## src/rtl/oci_dct_pkg.sv

```systemverilog
// ============================================================================
// Module   : oci_dct_pkg
// Summary  : Shared sizes and FSM state encoding for the DCT sequencer.
// Revision : 1.0  initial release
// ============================================================================
`default_nettype none

package oci_dct_pkg;

  localparam int ENTRY_W = 3;
  localparam int ENTRIES = 10;
  localparam int BUF_W   = ENTRY_W * ENTRIES;
  localparam int CNT_W   = 4;

  typedef enum logic [1:0] {
    ST_IDLE  = 2'd0,
    ST_RUN   = 2'd1,
    ST_DRAIN = 2'd2,
    ST_ENDED = 2'd3
  } state_e;

endpackage

`default_nettype wire

```

## src/rtl/oci_dct_packer.sv

```systemverilog
// ============================================================================
// Module   : oci_dct_packer
// Summary  : Assembly register collecting trace entry codes into packet slots.
// Revision : 1.0  initial release
// ============================================================================
`default_nettype none

module oci_dct_packer #(
  parameter int  ENTRY_W = oci_dct_pkg::ENTRY_W,
  parameter int  ENTRIES = oci_dct_pkg::ENTRIES,
  localparam int BUF_W   = ENTRY_W * ENTRIES
) (
  input  logic                         clk,
  input  logic                         reset,
  input  logic                         wr_i,
  input  logic                         take_i,
  input  logic [ENTRY_W-1:0]           code_i,
  output logic [BUF_W-1:0]             buf_o,
  output logic [oci_dct_pkg::CNT_W-1:0] cnt_o,
  output logic                         full_o
);

  logic [BUF_W-1:0]              buf_q, buf_d;
  logic [oci_dct_pkg::CNT_W-1:0] cnt_q, cnt_d;

  // A take empties the assembly first, so a same-edge write lands in slot 0.
  always_comb begin
    buf_d = buf_q;
    cnt_d = cnt_q;
    if (take_i) begin
      buf_d = '0;
      cnt_d = '0;
    end
    if (wr_i) begin
      buf_d[ENTRY_W*cnt_d +: ENTRY_W] = code_i;
      cnt_d = cnt_d + 1'b1;
    end
  end

  always_ff @(posedge clk or posedge reset) begin
    if (reset) begin
      buf_q <= '0;
      cnt_q <= '0;
    end else begin
      buf_q <= buf_d;
      cnt_q <= cnt_d;
    end
  end

  assign buf_o  = buf_q;
  assign cnt_o  = cnt_q;
  assign full_o = (cnt_q == oci_dct_pkg::CNT_W'(ENTRIES));

endmodule

`default_nettype wire

```

## src/rtl/oci_dct_sequencer.sv

```systemverilog
// ============================================================================
// Module   : oci_dct_sequencer
// Summary  : Packs direct-capture trace entries into packets with a
//            valid/ready output handshake and end-of-test draining.
// Config   : OCI_DCT_DROP_CNT_EN adds the saturating dropped_cnt output.
// Revision : 1.0  initial release
// ============================================================================
`default_nettype none

module oci_dct_sequencer #(
  parameter int  ENTRY_W = oci_dct_pkg::ENTRY_W,
  parameter int  ENTRIES = oci_dct_pkg::ENTRIES,
  localparam int BUF_W   = ENTRY_W * ENTRIES
) (
  input  logic               clk,
  input  logic               reset,
  input  logic               enable,
  input  logic               te_valid,
  input  logic [ENTRY_W-1:0] te_code,
  input  logic               test_ending,
  output logic [BUF_W-1:0]   dct_buffer,
  output logic [3:0]         dct_count,
  output logic               pkt_valid,
  input  logic               pkt_ready,
  output logic               overflow,
  output logic               test_has_ended
`ifdef OCI_DCT_DROP_CNT_EN
  ,
  output logic [7:0]         dropped_cnt
`endif
);

  import oci_dct_pkg::*;

  state_e           state_q, state_d;
  logic             end_req_q, end_req_d;
  logic [BUF_W-1:0] out_buf_q, out_buf_d;
  logic [3:0]       out_cnt_q, out_cnt_d;
  logic             pkt_valid_q, pkt_valid_d;
  logic             overflow_q, overflow_d;

  logic [BUF_W-1:0] asm_buf;
  logic [3:0]       asm_cnt;
  logic             asm_full;
  logic             out_free, take, wr, drop;

  oci_dct_packer #(
    .ENTRY_W (ENTRY_W),
    .ENTRIES (ENTRIES)
  ) u_packer (
    .clk    (clk),
    .reset  (reset),
    .wr_i   (wr),
    .take_i (take),
    .code_i (te_code),
    .buf_o  (asm_buf),
    .cnt_o  (asm_cnt),
    .full_o (asm_full)
  );

  always_comb begin
    state_d     = state_q;
    end_req_d   = end_req_q;
    out_buf_d   = out_buf_q;
    out_cnt_d   = out_cnt_q;
    pkt_valid_d = pkt_valid_q;
    out_free    = !pkt_valid_q || pkt_ready;
    take        = 1'b0;

    case (state_q)
      ST_IDLE: begin
        if (test_ending) begin
          state_d   = ST_DRAIN;
          end_req_d = 1'b1;
        end else if (enable) begin
          state_d = ST_RUN;
        end
      end
      ST_RUN: begin
        take = asm_full && out_free;
        if (!enable || test_ending) begin
          state_d   = ST_DRAIN;
          end_req_d = test_ending;
        end
      end
      ST_DRAIN: begin
        take = (asm_cnt != 4'd0) && out_free;
        if ((asm_cnt == 4'd0) && !pkt_valid_q) begin
          state_d = end_req_q ? ST_ENDED : ST_IDLE;
        end
      end
      ST_ENDED: state_d = ST_ENDED;
    endcase

    // Only RUN captures entries; a full assembly still accepts one if it empties this edge.
    wr         = (state_q == ST_RUN) && te_valid && (!asm_full || take);
    drop       = (state_q == ST_RUN) && te_valid && asm_full && !take;
    overflow_d = overflow_q || drop;

    if (take) begin
      out_buf_d   = asm_buf;
      out_cnt_d   = asm_cnt;
      pkt_valid_d = 1'b1;
    end else if (pkt_valid_q && pkt_ready) begin
      out_buf_d   = '0;
      out_cnt_d   = 4'd0;
      pkt_valid_d = 1'b0;
    end
  end

  always_ff @(posedge clk or posedge reset) begin
    if (reset) begin
      state_q     <= ST_IDLE;
      end_req_q   <= 1'b0;
      out_buf_q   <= '0;
      out_cnt_q   <= 4'd0;
      pkt_valid_q <= 1'b0;
      overflow_q  <= 1'b0;
    end else begin
      state_q     <= state_d;
      end_req_q   <= end_req_d;
      out_buf_q   <= out_buf_d;
      out_cnt_q   <= out_cnt_d;
      pkt_valid_q <= pkt_valid_d;
      overflow_q  <= overflow_d;
    end
  end

`ifdef OCI_DCT_DROP_CNT_EN
  logic [7:0] dropped_q;

  always_ff @(posedge clk or posedge reset) begin
    if (reset) begin
      dropped_q <= 8'd0;
    end else if (drop && (dropped_q != 8'hFF)) begin
      dropped_q <= dropped_q + 8'd1;
    end
  end

  assign dropped_cnt = dropped_q;
`endif

  assign dct_buffer     = out_buf_q;
  assign dct_count      = out_cnt_q;
  assign pkt_valid      = pkt_valid_q;
  assign overflow       = overflow_q;
  assign test_has_ended = (state_q == ST_ENDED);

endmodule

`default_nettype wire

```

## config.mk

```make
export PLATFORM = sky130hd
export DESIGN_NAME = oci_dct_sequencer
export DESIGN_NICKNAME = d
export VERILOG_FILES = /design/src/rtl/oci_dct_pkg.sv /design/src/rtl/oci_dct_packer.sv /design/src/rtl/oci_dct_sequencer.sv
export SDC_FILE = /design/constraint.sdc
export NUM_CORES = 1
export LEC_CHECK = 0
export ABC_AREA = 0
export BUFFER_PORTS_ARGS = -buffer_cell sky130_fd_sc_hd__buf_4
export CAP_MARGIN = 20
export CORE_MARGIN = 4
export CORE_UTILIZATION = 51
export CTS_CLUSTER_DIAMETER = 80
export DETAILED_ROUTE_END_ITERATION = 7
export MAX_ROUTING_LAYER = met4
export PLACE_DENSITY = 0.82
export SETUP_SLACK_MARGIN = 0.3
export SLEW_MARGIN = 15
export SYNTH_ARGS = -nofsm -noshare
export SYNTH_HDL_FRONTEND = slang
export SYNTH_SLANG_ARGS = --single-unit
```

## constraint.sdc

```tcl
create_clock -name clk -period 3.3 [get_ports clk]
set_input_delay 0.495 -clock clk [delete_from_list [all_inputs] [get_ports clk]]
set_output_delay 0.495 -clock clk [all_outputs]
set_load 0.005 [all_outputs]
```

**Yosys cells after proc, flatten, opt, wreduce, memory -nomap -nowiden**

Index checks and enable logic that the tools add are counted.

- Input bits: 9
- Flip-flop bits (word level): 73
- Logic and storage cells: 65
- Output and inout port bits: 37

- $add $sub $neg: 2
- Mux-type cells: 21
- Reduce and logical (&&, ||, !) cells: 23
- Equal/unequal tests: 8
- $mul: 1
- Shifts and indexed selects: 2

Operators by type and width:

| cell | number |
|---|---|
| $mux 30 | 4 |
| $neg 6->34 | 1 |
| $shift 3x34->30 const A | 1 |
| $shiftx 3x34->30 | 1 |
| $bwmux 30 | 1 |
| $mux 4 | 4 |
| $mux 2 | 5 |
| $logic_and 1x1->1 | 8 |
| $pmux 2 s4 | 1 |
| $mul 2x4->6 const A | 1 |
| $ne 2x2->1 const B | 3 |
| $reduce_and 3->1 | 2 |
| $add 4x1->4 const B | 1 |
| $eq 2x2->1 const B | 2 |
| $eq 4x4->1 const B | 1 |
| $logic_not 1->1 | 4 |
| $logic_not 4->1 | 1 |
| $logic_or 1x1->1 | 4 |
| $mux 1 | 4 |
| $pmux 1 s2 | 2 |
| $reduce_bool 2->1 | 2 |
| $reduce_bool 4->1 | 1 |
| $ne 3x3->1 const B | 1 |
| $eq 2x1->1 const B | 1 |
| $logic_not 2->1 | 1 |

**Depth between registers and ports, before layout**

Gate-level depths: netlist (run 1).

- Depth in word-level cells: 10
- Mapped depth: 15
- Gate-level depth less buffers: 12

**By module**

Synthesis (run 1) repeated with hierarchy kept, for this count alone.

- Cell total of the unflattened synthesis: 357
- Area, all modules: 3,793.6 um^2

By module, submodules not included:

| module | area an instance (um^2) | cells each | instances |
|---|---|---|---|
| oci_dct_packer | 1,910.6 | 174 | 1 |
| oci_dct_sequencer | 1,883.1 | 183 | 1 |

**Worst setup path after synthesis (run 1)**

OpenSTA, ideal clock, no wires.

- Kind: flip-flop to flip-flop
- Start point: register u_packer.cnt_q, in the netlist u_packer.cnt_o[0]
- End point: register u_packer.buf_q[12], in the netlist u_packer.buf_o[12]
- Arrival time: 3.166 ns
- Path buffers: 3
- Required time: 3.178 ns
- Clock period less this slack: 3.288 ns
- Cell stages (with the launch flop): 14
- Setup time: 0.122 ns
- Setup slack: 0.012 ns
- Path through: dfrtp_1 > buf_2 > o31a_1 > a211oi_2 > or2_1 > clkbuf_1 > nand2_1 > ha_1 > clkbuf_1 > xnor2_1 > nor4b_4 > nor3b_2 > nor2_1 > a32o_1

- Longest elaborated chain between the ends: 9
- Elaborated cells on any way between the ends: 16
- Classes of those cells: 1 x add/sub; 1 x mul; 1 x eq/ne; 2 x shift; 5 x mux; 6 x reduce/logical

RTL lines:

| item | RTL line | text |
|---|---|---|
| start, declared | oci_dct_packer.sv:24 | `logic [oci_dct_pkg::CNT_W-1:0] cnt_q, cnt_d;` |
| start signal, assigned | oci_dct_packer.sv:46 | `cnt_q <= cnt_d;` |
| $eq 4x4->1 or $reduce_bool 4->1 (tied branches) | oci_dct_packer.sv:52, oci_dct_sequencer.sv:87 |  |
| $logic_and 1x1->1, on equally long branches | oci_dct_sequencer.sv:80, oci_dct_sequencer.sv:87 |  |
| $pmux 1 s2 | oci_dct_sequencer.sv:70 | `case (state_q)` |
| $mux 4 | oci_dct_packer.sv:30 | `if (take_i) begin` |
| $mul 2x4->6 | oci_dct_packer.sv:35 | `buf_d[ENTRY_W*cnt_d +: ENTRY_W] = code_i;` |
| $neg 6->34 | oci_dct_packer.sv:35 |  |
| $shiftx 3x34->30 or $shift 3x34->30 (tied branches) | oci_dct_packer.sv:35 |  |
| $bwmux 30 | oci_dct_packer.sv:35 |  |
| $mux 30 (*) | oci_dct_packer.sv:34 | `if (wr_i) begin` |
| named net u_packer.buf_d[12] | oci_dct_packer.sv:23 | `logic [BUF_W-1:0] buf_q, buf_d;` |
| end signal, assigned | oci_dct_packer.sv:45 | `buf_q <= buf_d;` |
| end, declared | oci_dct_packer.sv:23 |  |

The timed path passes the listed nets; every way through them passes the cells marked *.
A chain may end at the register's enable or synchronous reset.

**Worst setup path after layout (run 1)**

- Start point: register u_packer.cnt_q, in the netlist u_packer.cnt_o[0]
- End point: register u_packer.buf_q[3], in the netlist u_packer.buf_o[3]

Same word-level chain as after synthesis.

==> results of run 1 <==
==> worst register-to-register path, cell delays in order, from the launching register on <==
cell and delay [ns]:
dfrtp_2 0.49, o31a_1 0.34, a211oi_2 0.24, or2_1 0.17
nand2_2 0.10, ha_4 0.20, xnor2_4 0.21, nor4b_4 0.27
buf_4 0.17, and3_1 0.23, nor2_1 0.09, a22o_1 0.22
==> through the flow <==
step	area (um^2)	setup slack (ns)	hold WS, ns	power, mW
floorplan	3360	0.302	0.451	0.927
global placement	3840	0.299	0.448	0.947
detailed placement	3840	0.182	0.452	0.947
CTS	4060	0.323	0.288	1.65
global route	4150	0.330	0.315	1.69
finish	4150	0.469	0.257	1.65
==> state kept, by name, indices dropped and copies added, names as in the netlist <==
name / flops
u_packer.cnt_o: 4
end_req_q: 1
state_q: 2
dct_buffer: 30
dct_count: 4
pkt_valid: 1
u_packer.buf_o: 30
overflow: 1
==> kinds of logic (layout without fill, tap and decap cells) <==
logic type	after synthesis	after routing	share of synthesized area, %
xor gates and xnor gates	2	2	0.528
and+or+nand+nor	69	69	12.2
adders and majority gates	9	9	3.40
AOI/OAI and AO/OA	96	96	23.5
DFF	73	73	55.1
muxes	5	5	1.55
buffers and inverters	28	96	3.74
==> layout by cell type, fill, tap and decap left out, drive strengths merged, types with 9 or more instances in the layout <==
master / count
clkbuf: 9
nor2: 20
nand3: 10
o21ai: 13
dfrtp: 73
inv: 13
buf: 69
nand2: 13
a22o: 47
ha: 9
==> power groups by stage <==
stage	combinational, mW	clock, mW	sequential, mW
floorplan	0.0150	0	0.912
global placement	0.0352	0	0.911
detailed placement	0.0356	0	0.911
CTS	0.0356	0.717	0.894
global route	0.0391	0.762	0.894
finish	0.0343	0.718	0.894
==> area by class of cell <==
cell class	count	area (um^2)
clock buffers	9	124
clock inverters	7	78.8
fillers	475	2160
inverters	11	41.3
multi-input cells	181	1460
flip-flops and latches	73	1830
well taps	77	96.3
repair buffers	69	518
==> how the worst min path moves through the flow <==
stage                        from                           to  depth (start not counted)
6_report                    reset  u_packer.buf_o[2]$_DFF_PP0_                          2
5_1_grt                     reset  u_packer.buf_o[2]$_DFF_PP0_                          2
4_1_cts                     reset  u_packer.buf_o[2]$_DFF_PP0_                          2
3_5_place_dp   overflow$_DFF_PP0_           overflow$_DFF_PP0_                          1
3_3_place_gp   overflow$_DFF_PP0_           overflow$_DFF_PP0_                          1
2_1_floorplan  overflow$_DFF_PP0_           overflow$_DFF_PP0_                          1
==> metal layers <==
metal	GRT usage [%]	vias up	part of all wire, %
li1	-	1192	-
met1	27.6	1289	41
met2	34.6	100	50
met3	3.54	17	6.9
met4	10.4	0	2.1
met5	-	-	0
==> synthesized netlist by cell type, drive strengths merged, types with 2 or more instances <==
library cell,instances,area [um^2]
a32oi,6,52.6
nand3,10,50.1
o21ai,13,65.1
nor4b,2,32.5
a2111oi,4,45.0
a32o,3,30.0
a21o,2,15.0
clkbuf,6,22.5
and3,3,18.8
nor4,3,40.0
nor2,20,75.1
buf,11,60.1
a21oi,8,43.8
nand2,13,48.8
a211oi,4,40.0
mux2i,4,40.0
nand2b,3,18.8
o2bb2ai,2,17.5
nor3b,3,27.5
inv,11,41.3
ha,9,113
and2,3,18.8
a22o,47,412
dfrtp,73,1830
o31a,2,17.5
==> what timing repair did <==
item                                    4_1_cts  5_1_grt
gates resized for setup                       4       10
setup buffers                                 1        4
hold buffers                                  0        0
pin swaps                                     1        1
endpoints found under the setup margin       18       24
==> metrics.md, run 1 <==
| Metric | Value |
|---|---|
| FFs w/ async S/R, synth | `100%` |
| Row count | `29` |
| Min cycle time layout | `roughly 2.8 ns` |
| Synth warn | `0` |
| Final period util | `between 80 and 90%` |
| Post-Syn Area | `~0.0033 mm^2` |
| Critical path's largest stage delay | `between 0.4 and 0.5 ns` |
| Util after Layout | `around two thirds` |
| Post-DRT Antenna Nets | `0` |
| R2r setup slk | `0.47 ns` |
| Setup TNS | `0 ns` |
| Fraction of layout cells with a size suffix above 1 | `a little under a third` |
| Startpoint type of the worst setup path | `register` |
| Mapped Cells | `between 200 and 300` |
| Core area | `~0.0063 mm^2` |
| CP cell instances | `o31a_1 -> a211oi_2 -> or2_1 -> nand2_2 -> ha_4 -> xnor2_4 -> nor4b_4 -> buf_4 -> and3_1 -> nor2_1 -> a22o_1` |
| Wire length of the first global-routing pass | `about 13000 um` |
| Sequential share of power | `between 50% and 60%` |
| Hold Vio Cnt, Final | `0` |
| Gr ovfl total | `0` |
| Final Max Tran Viols | `0` |
| Top Family by Delay on Critical Path | `simple AND/OR/NAND/NOR gates` |
| Sw Ratio | `a little under a quarter` |
| Reg-to-reg startpoint | `u_packer.cnt_o[0]$_DFF_PP0_` |
| Drt via density | `roughly 6.1` |
| Routed vias | `2598` |
| Final clock skew | `a little over 0.009 ns` |
| Drt total wl | `between 7000 and 8000 um` |
| Layout area overhead | `25.1%` |
| Worst-path fanout max | `8` |
| Setup crit end kind | `register` |
| Logic pwr share | `approximately 2.1%` |
| Psw | `about 0.39 mW` |
| CTS tree | `built` |
| Clock Latency Late Sink | `approximately 0.36 ns` |
| Total track usage | `approximately 22%` |
| Initial Utilization | `52.5%` |
| Clk network pwr share | `a little over two fifths` |
| Clock sink count | `73` |
| DR WL/cell | `approximately 19 um` |
| Slowest-stage cell, CP | `dfrtp_2` |
| Critical Path AT | `3.07 ns` |
| Max H-tree Level | `3` |
| # setup viols final | `0` |
| Post-placement cell count | `406` |
| Status | `completed` |
| Final HPWL DP | `between 5000 and 6000 um` |
| Measured slew at the worst slew-check pin | `0.817 ns` |
| Ys flop type | `dfrtp_1` |
| FMAX | `roughly 350 MHz` |
| Non-filler cells, final | `around 430` |
| Final Wtd Congestion | `0.926` |
| WP depth | `11` |
| Yosys cell types | `52` |
| DRC viols | `0` |
| Crit path launch | `u_packer.cnt_o[0]$_DFF_PP0_` |
| CP required | `3.54 ns` |
| Die area | `about 0.0079 mm^2` |
| Worst-path clk slew | `about 0.080 ns` |
| Initial antenna violation count | `0` |
| Register area share after synthesis | `between 50% and 60%` |
| Final nets | `around 360` |
| Max Cap Viol | `0` |
| R2r endpoint | `u_packer.buf_o[3]$_DFF_PP0_` |
| RSZ-0062 raised after global routing | `false` |
| IO buf count | `between 40 and 50` |
| Worst-case reg-to-reg path depth | `11` |
| Leakage power | `2.05 nW` |
| Yosys reg bits | `73` |
| Rel. slew slack | `a little under half` |
| CP Buf/Inv Count | `1` |
| Avg Cell Area, Syn | `11.8 um^2` |
| Die Height | `between 80 and 90 um` |
| Worst hold path class | `primary input to asynchronous set/reset pin` |
| Internal power | `1.26 mW` |
| EDFF count, synth | `0` |
| Number of global-route vias before repair | `between 2000 and 3000` |
| TritonCTS Buffers | `9` |
| Antenna Cells | `0` |
| Root Driver | `clkbuf_8` |
| IO Count | `46` |
| Horiz. Die Dim | `~89 um` |
| Crit path to | `u_packer.buf_o[3]$_DFF_PP0_` |
| Largest net degree at the start of global routing | `37` |
| Pwr dens | `just under 400 mW/mm^2` |
| Syn Nets | `300` |
| Clock buffer depth | `2` |
| Drt pass-1 iters | `4` |
| Critical path class | `register to register` |
| DR iter-0 viols | `183` |
| Worst VDD drop | `between 300 and 400 uV` |
Note: power is estimated with default switching activity, not from simulation.
==> run 2, diff against run 1 <==
ABC_AREA = 1   (was 0)
CORE_UTILIZATION = 52   (was 51)
PLACE_DENSITY = 0.83   (was 0.82)
==> run 2 against run 1 <==
Effect of this change: largest power group is now combinational logic; sequential cell count is the same; combinational power grew to 37 times the previous value; die area up 8.6%; via count increased by 15%.
==> metrics.md, run 2 <==
| Metric | Value |
|---|---|
| CP required | `around 3.5 ns` |
| Critical path's largest stage delay | `~0.43 ns` |
| Horiz. Die Dim | `slightly above 90 um` |
| FF+latch area | `approximately 0.0018 mm^2` |
| Startpoint type of the worst setup path | `register` |
| Yosys cell types | `28` |
| Clock Latency Late Sink | `about 0.34 ns` |
| Status | `completed` |
| CTS tree | `built` |
| R2r setup slk | `0.53 ns` |
| Worst VDD drop | `424 uV` |
| Hold Path Depth | `2` |
| DR iter-0 viols | `about 140` |
| Rel. slew slack | `between 40% and 50%` |
| Crit path to | `u_packer.buf_o[24]$_DFF_PP0_` |
| RSZ-0062 raised after global routing | `false` |
| Post-DRT Antenna Nets | `0` |
| Critical Path AT | `~3.0 ns` |
| Row count | `30` |
| Multi-input logic area | `0.00150 mm^2` |
| Post-CTS setup buffer count | `0` |
| R2r endpoint | `u_packer.buf_o[24]$_DFF_PP0_` |
| CP cell instances | `inv_1 -> ha_1 -> inv_1 -> nor2_2 -> nand3_4 -> nand2_1 -> inv_1 -> ha_1 -> nand2_1 -> a21oi_4 -> nand2_2 -> nand2_1 -> nand2_1` |
| Post-route worst setup slack | `0.534 ns` |
| Slowest-stage cell, CP | `ha_1` |
| Commonest non-fill, non-tap cell in the layout | `nand2_1` |
| Core area | `0.00687 mm^2` |
| Setup TNS | `0 ns` |
| Drt pass-1 iters | `4` |
| Mapped Cells | `about 470` |
| Reg-to-reg startpoint | `state_q[0]$_DFFE_PP0P_` |
| Routed vias | `between 2000 and 3000` |
| Clock sink count | `73` |
| Max Cap Viol | `0` |
| Hold Vio Cnt, Final | `0` |
| Wire length of the first global-routing pass | `around 13000 um` |
| Initial Utilization | `between 50% and 60%` |
| Largest net degree at the start of global routing | `74` |
| Register area share after synthesis | `a little under 50%` |
| WP depth | `13` |
| Max H-tree Level | `3` |
| Yosys reg bits | `73` |
| Clock buffer depth | `2` |
| Synth warn | `0` |
| Fillers | `599` |
| Critical path class | `register to register` |
| Final Wtd Congestion | `between 0.9 and 1` |
| # setup viols final | `0` |
| Yosys top cell by area | `dfrtp_1` |
| DR WL/cell | `between 10 and 15 um` |
| Worst hold path class | `primary input to register` |
| Post-Place Setup Slack | `around 0.62 ns` |
| Post-Syn Area | `0.00370 mm^2` |
| Post-CTS resize count | `0` |
| Final clock skew | `about 0.0093 ns` |
| EDFF count, synth | `0` |
| Avg Cell Area, Syn | `between 7 and 8 um^2` |
| CTS Hold Bufs | `0` |
| Ys flop type | `dfrtp_1` |
| Worst path most repeated cell | `nand2_1` |
| Leakage power | `2.39 nW` |
| Min cycle time layout | `around 2.8 ns` |
| Placed inst area | `about 0.004 mm^2` |
| Layout area overhead | `16.8%` |
| Number of global-route vias before repair | `about 2900` |
| Initial antenna violation count | `0` |
| Root Driver | `clkbuf_8` |
| Most frequent cell after synthesis | `nand2_1` |
| Die area | `around 0.0085 mm^2` |
| Total track usage | `a little under a fifth` |
| Fin area | `0.00432 mm^2` |
| Final Max Tran Viols | `0` |
| Pwr dens | `711 mW/mm^2` |
| Die Height | `92.4 um` |
| CP Buf/Inv Count | `3` |
| Setup crit end kind | `register` |
| Fraction of layout cells with a size suffix above 1 | `around 18%` |
| Final period util | `83.8%` |
| Top Family by Delay on Critical Path | `simple AND/OR/NAND/NOR gates` |
| Measured slew at the worst slew-check pin | `0.880 ns` |
| Worst-path fanout max | `26` |
| Commonest cells after routing, fill and taps aside | `nand2_1, inv_1, dfrtp_1` |
| Worst-case reg-to-reg path depth | `13` |
| IO Count | `46` |
| Antenna Cells | `0` |
| Final nets | `between 500 and 600` |
| Post-synth top area share | `between 40% and 50%` |
| IO buf count | `between 40 and 50` |
| Drt total wl | `about 7500 um` |
| TritonCTS Buffers | `9` |
| Gr ovfl total | `0` |
| Final HPWL DP | `~5200 um` |
| DRC viols | `0` |
| Syn Nets | `just under 500` |
| Drt via density | `~4.9` |
| Worst-path clk slew | `approximately 0.080 ns` |
| FMAX | `~360 MHz` |
| Crit path launch | `state_q[0]$_DFFE_PP0P_` |
| Synth top cells by count | `nand2_1, inv_1, dfrtp_1` |
| FFs w/ async S/R, synth | `100%` |
| Top post-synthesis cells by area | `dfrtp_1, nand2_1, inv_1` |
run 2: worst min-delay path by stage:
| stage | from | to |
|---|---|---|
| global route | pkt_ready | pkt_valid$_DFFE_PP0P_ |
| detailed placement | overflow$_DFF_PP0_ | overflow$_DFF_PP0_ |
| floorplan | end_req_q$_DFFE_PP0P_ | end_req_q$_DFFE_PP0P_ |
| finish | pkt_ready | pkt_valid$_DFFE_PP0P_ |
| global placement | overflow$_DFF_PP0_ | overflow$_DFF_PP0_ |
| CTS | pkt_ready | pkt_valid$_DFFE_PP0P_ |
run 2: report_power, final:
| group | switching [mW] | leakage [nW] | internal, mW |
|---|---|---|---|
| sequential | 0.0885 | 1.01 | 1.01 |
| combinational | 0.892 | 1.28 | 0.386 |
| clock | 0.326 | 0.101 | 0.372 |
run 2: stage by stage:
stage	cells	hold WS [ns]	total power [mW]	utilization [%]
detailed placement	597	0.470	2.37	59.9
floorplan	467	0.464	2.10	-
global route	614	0.368	3.29	63.0
finish	614	0.383	3.07	63.0
global placement	597	0.471	2.34	59.9
CTS	613	0.383	3.07	62.7
run 2: area by class of cell:
cell class                 instances  area share (%)
sequential                        73            42.2
multi-input combinational        298            34.6
timing repair buffer              49            8.68
inverter                          82            7.12
clock buffer                      12            3.36
tap                               96            2.78
clock inverter                     4            1.22
run 2: cells by family after synthesis:
group           Yosys count  synth area share [%]
compound gates           50                  7.50
xor+xnor                  2                 0.473
fa+ha+maj                 9                  3.04
buf+inv                  96                  10.2
flops                    73                  49.3
simple gates            237                  29.4
run 2: routing by layer:
layer  GRT usage [%]  vias up  routed length (um)
met5               -        -                   0
met4            6.56        0                 109
met3            4.39       13                 351
met2            32.9       54                3770
met1            22.2     1380                3240
li1                -     1536                   -
==> run 3, diff against run 2 <==
CORE_UTILIZATION = 58   (was 52)
PLACE_DENSITY = 0.87   (was 0.83)
clock period = 2.8 ns   (was 3.3 ns; I/O delays follow)
==> run 3 against run 2 <==
Effect of this change: critical path type unchanged; routed wire length rose by 0.66%; critical path depth is 1 higher; register-to-register slack worse by 0.06 ns; die area decreased by 9.5%.
==> metrics.md, run 3 (same netlist as run 2, synthesis figures left out) <==
| Metric | Value |
|---|---|
| Wire length of the first global-routing pass | `between 10000 and 15000 um` |
| Max H-tree Level | `3` |
| CP cell instances | `inv_1 -> ha_1 -> inv_1 -> nor2_4 -> nand3_4 -> nand2_2 -> ha_2 -> inv_1 -> nand3_4 -> nand2_4 -> nor2_4 -> nand2_2 -> nand2_1 -> nand2_1` |
| Total track usage | `22.3%` |
| Worst VDD drop | `588 uV` |
| Rel. slew slack | `between 50% and 60%` |
| DR WL/cell | `between 10 and 15 um` |
| Fin area | `roughly 0.0043 mm^2` |
| Worst path most repeated cell | `inv_1` |
| Drt pass-1 iters | `5` |
| Total power | `roughly 3.6 mW` |
| Initial antenna violation count | `0` |
| Gr ovfl total | `0` |
| TritonCTS Buffers | `9` |
| Final Wtd Congestion | `around 0.84` |
| Routed vias | `roughly 3000` |
| IO buf count | `45` |
| Commonest cells after routing, fill and taps aside | `nand2_1, inv_1, dfrtp_1` |
| Commonest non-fill, non-tap cell in the layout | `nand2_1` |
| Clock Latency Late Sink | `approximately 0.35 ns` |
| Placed inst area | `approximately 0.004 mm^2` |
| Drt total wl | `roughly 7500 um` |
| Drt via density | `5.02` |
| Clock sink count | `73` |
| Largest net degree at the start of global routing | `62` |
| CP Buf/Inv Count | `3` |
| Layout area overhead | `17.0%` |
| Final HPWL DP | `5280 um` |
| Critical path class | `register to register` |
| Row count | `28` |
| Startpoint type of the worst setup path | `register` |
| Measured slew at the worst slew-check pin | `around 0.66 ns` |
| Setup crit end kind | `register` |
| FMAX | `around 430 MHz` |
| Util after Layout | `about 70%` |
| Root Driver | `clkbuf_8` |
| RSZ-0062 raised after global routing | `true` |
| Hold Vio Cnt, Final | `0` |
| Core area | `between 0.006 and 0.007 mm^2` |
| # setup viols final | `0` |
| Worst-path clk slew | `approximately 0.080 ns` |
| CP required | `3.03 ns` |
| Max Cap Viol | `0` |
| Initial Utilization | `about three fifths` |
| Status | `completed` |
| Die Height | `~88 um` |
| CTS tree | `built` |
| Final Max Tran Viols | `0` |
| Antenna Cells | `0` |
| Top Family by Delay on Critical Path | `simple AND/OR/NAND/NOR gates` |
| Slowest-stage cell, CP | `dfrtp_1` |
| Setup TNS | `0 ns` |
| Pwr dens | `~840 mW/mm^2` |
| Min cycle time layout | `between 2 and 2.5 ns` |
| Worst hold path class | `primary input to asynchronous set/reset pin` |
| Crit path launch | `state_q[0]$_DFFE_PP0P_` |
| DR iter-0 viols | `229` |
| Fraction of layout cells with a size suffix above 1 | `between 10% and 20%` |
| Die area | `~0.0077 mm^2` |
| Leakage power | `between 2 and 2.5 nW` |
| CTS Hold Bufs | `0` |
| Clock buffer depth | `2` |
| Number of global-route vias before repair | `about 2900` |
| Horiz. Die Dim | `roughly 90 um` |
| Final period util | `about 83%` |
| DRC viols | `0` |
| Final nets | `532` |
| Critical Path AT | `~2.6 ns` |
| Reg-to-reg startpoint | `state_q[0]$_DFFE_PP0P_` |
| Final clock skew | `0.0113 ns` |
| Critical path's largest stage delay | `~0.40 ns` |
| Post-DRT Antenna Nets | `0` |
| R2r endpoint | `u_packer.buf_o[10]$_DFF_PP0_` |
| Worst-case reg-to-reg path depth | `14` |
| Worst-path fanout max | `8` |
| IO Count | `46` |
| R2r setup slk | `0.47 ns` |
run 3: area by class of cell:
class	count	area (um^2)
repair buffers	50	402
well taps	75	93.8
inverters	82	308
clock inverters	4	26.3
clock buffers	12	155
flip-flops and latches	73	1830
multi-input cells	298	1520
fillers	476	1730
run 3: worst max-delay path by stage:
stage                              endpoint  slack (ns)  depth (start not counted)
5_1_grt        u_packer.buf_o[17]$_DFF_PP0_        0.22                         12
2_1_floorplan  u_packer.buf_o[24]$_DFF_PP0_        0.37                         14
6_report       u_packer.buf_o[10]$_DFF_PP0_        0.47                         14
3_5_place_dp    u_packer.buf_o[0]$_DFF_PP0_        0.34                         13
3_3_place_gp    u_packer.buf_o[3]$_DFF_PP0_        0.46                         12
4_1_cts         u_packer.buf_o[0]$_DFF_PP0_        0.32                         13
run 3: report_power, final:
part / total [mW] / internal [mW] / switching (mW) / leakage [nW]
clock network: 0.761 / 0.371 / 0.391 / 0.0928
registers: 1.29 / 1.19 / 0.104 / 1.01
logic: 1.59 / 0.508 / 1.08 / 1.29
run 3: worst reg2reg max path: cells and delay by family (launching register included):
family,cells,cell delay (ns)
buffers and inverters,3,0.22
flip-flops,1,0.40
AND/OR/NAND/NOR,9,1.07
adder cells (fa/ha/maj),2,0.54
run 3: through the flow:
step | setup slack, ns | std cells | hold WS (ns)
6_report | 0.470 | 594 | 0.164
5_1_grt | 0.223 | 594 | 0.224
4_1_cts | 0.315 | 592 | 0.181
3_5_place_dp | 0.336 | 576 | 0.476
3_3_place_gp | 0.459 | 576 | 0.467
2_1_floorplan | 0.365 | 467 | 0.464
run 3: repair_timing:
item	in CTS	in global routing
setup endpoints to repair	0	30
setup buffers	0	1
gates resized for setup	0	8
run 3: layer usage:
layer  vias to the layer above  wire, um  global-route usage (%)
li1                       1536         -                       -
met1                      1355      3330                    27.6
met2                        74      3630                    35.8
met3                        17       383                    3.39
met4                         0       182                    10.7
met5                         -         0                       -
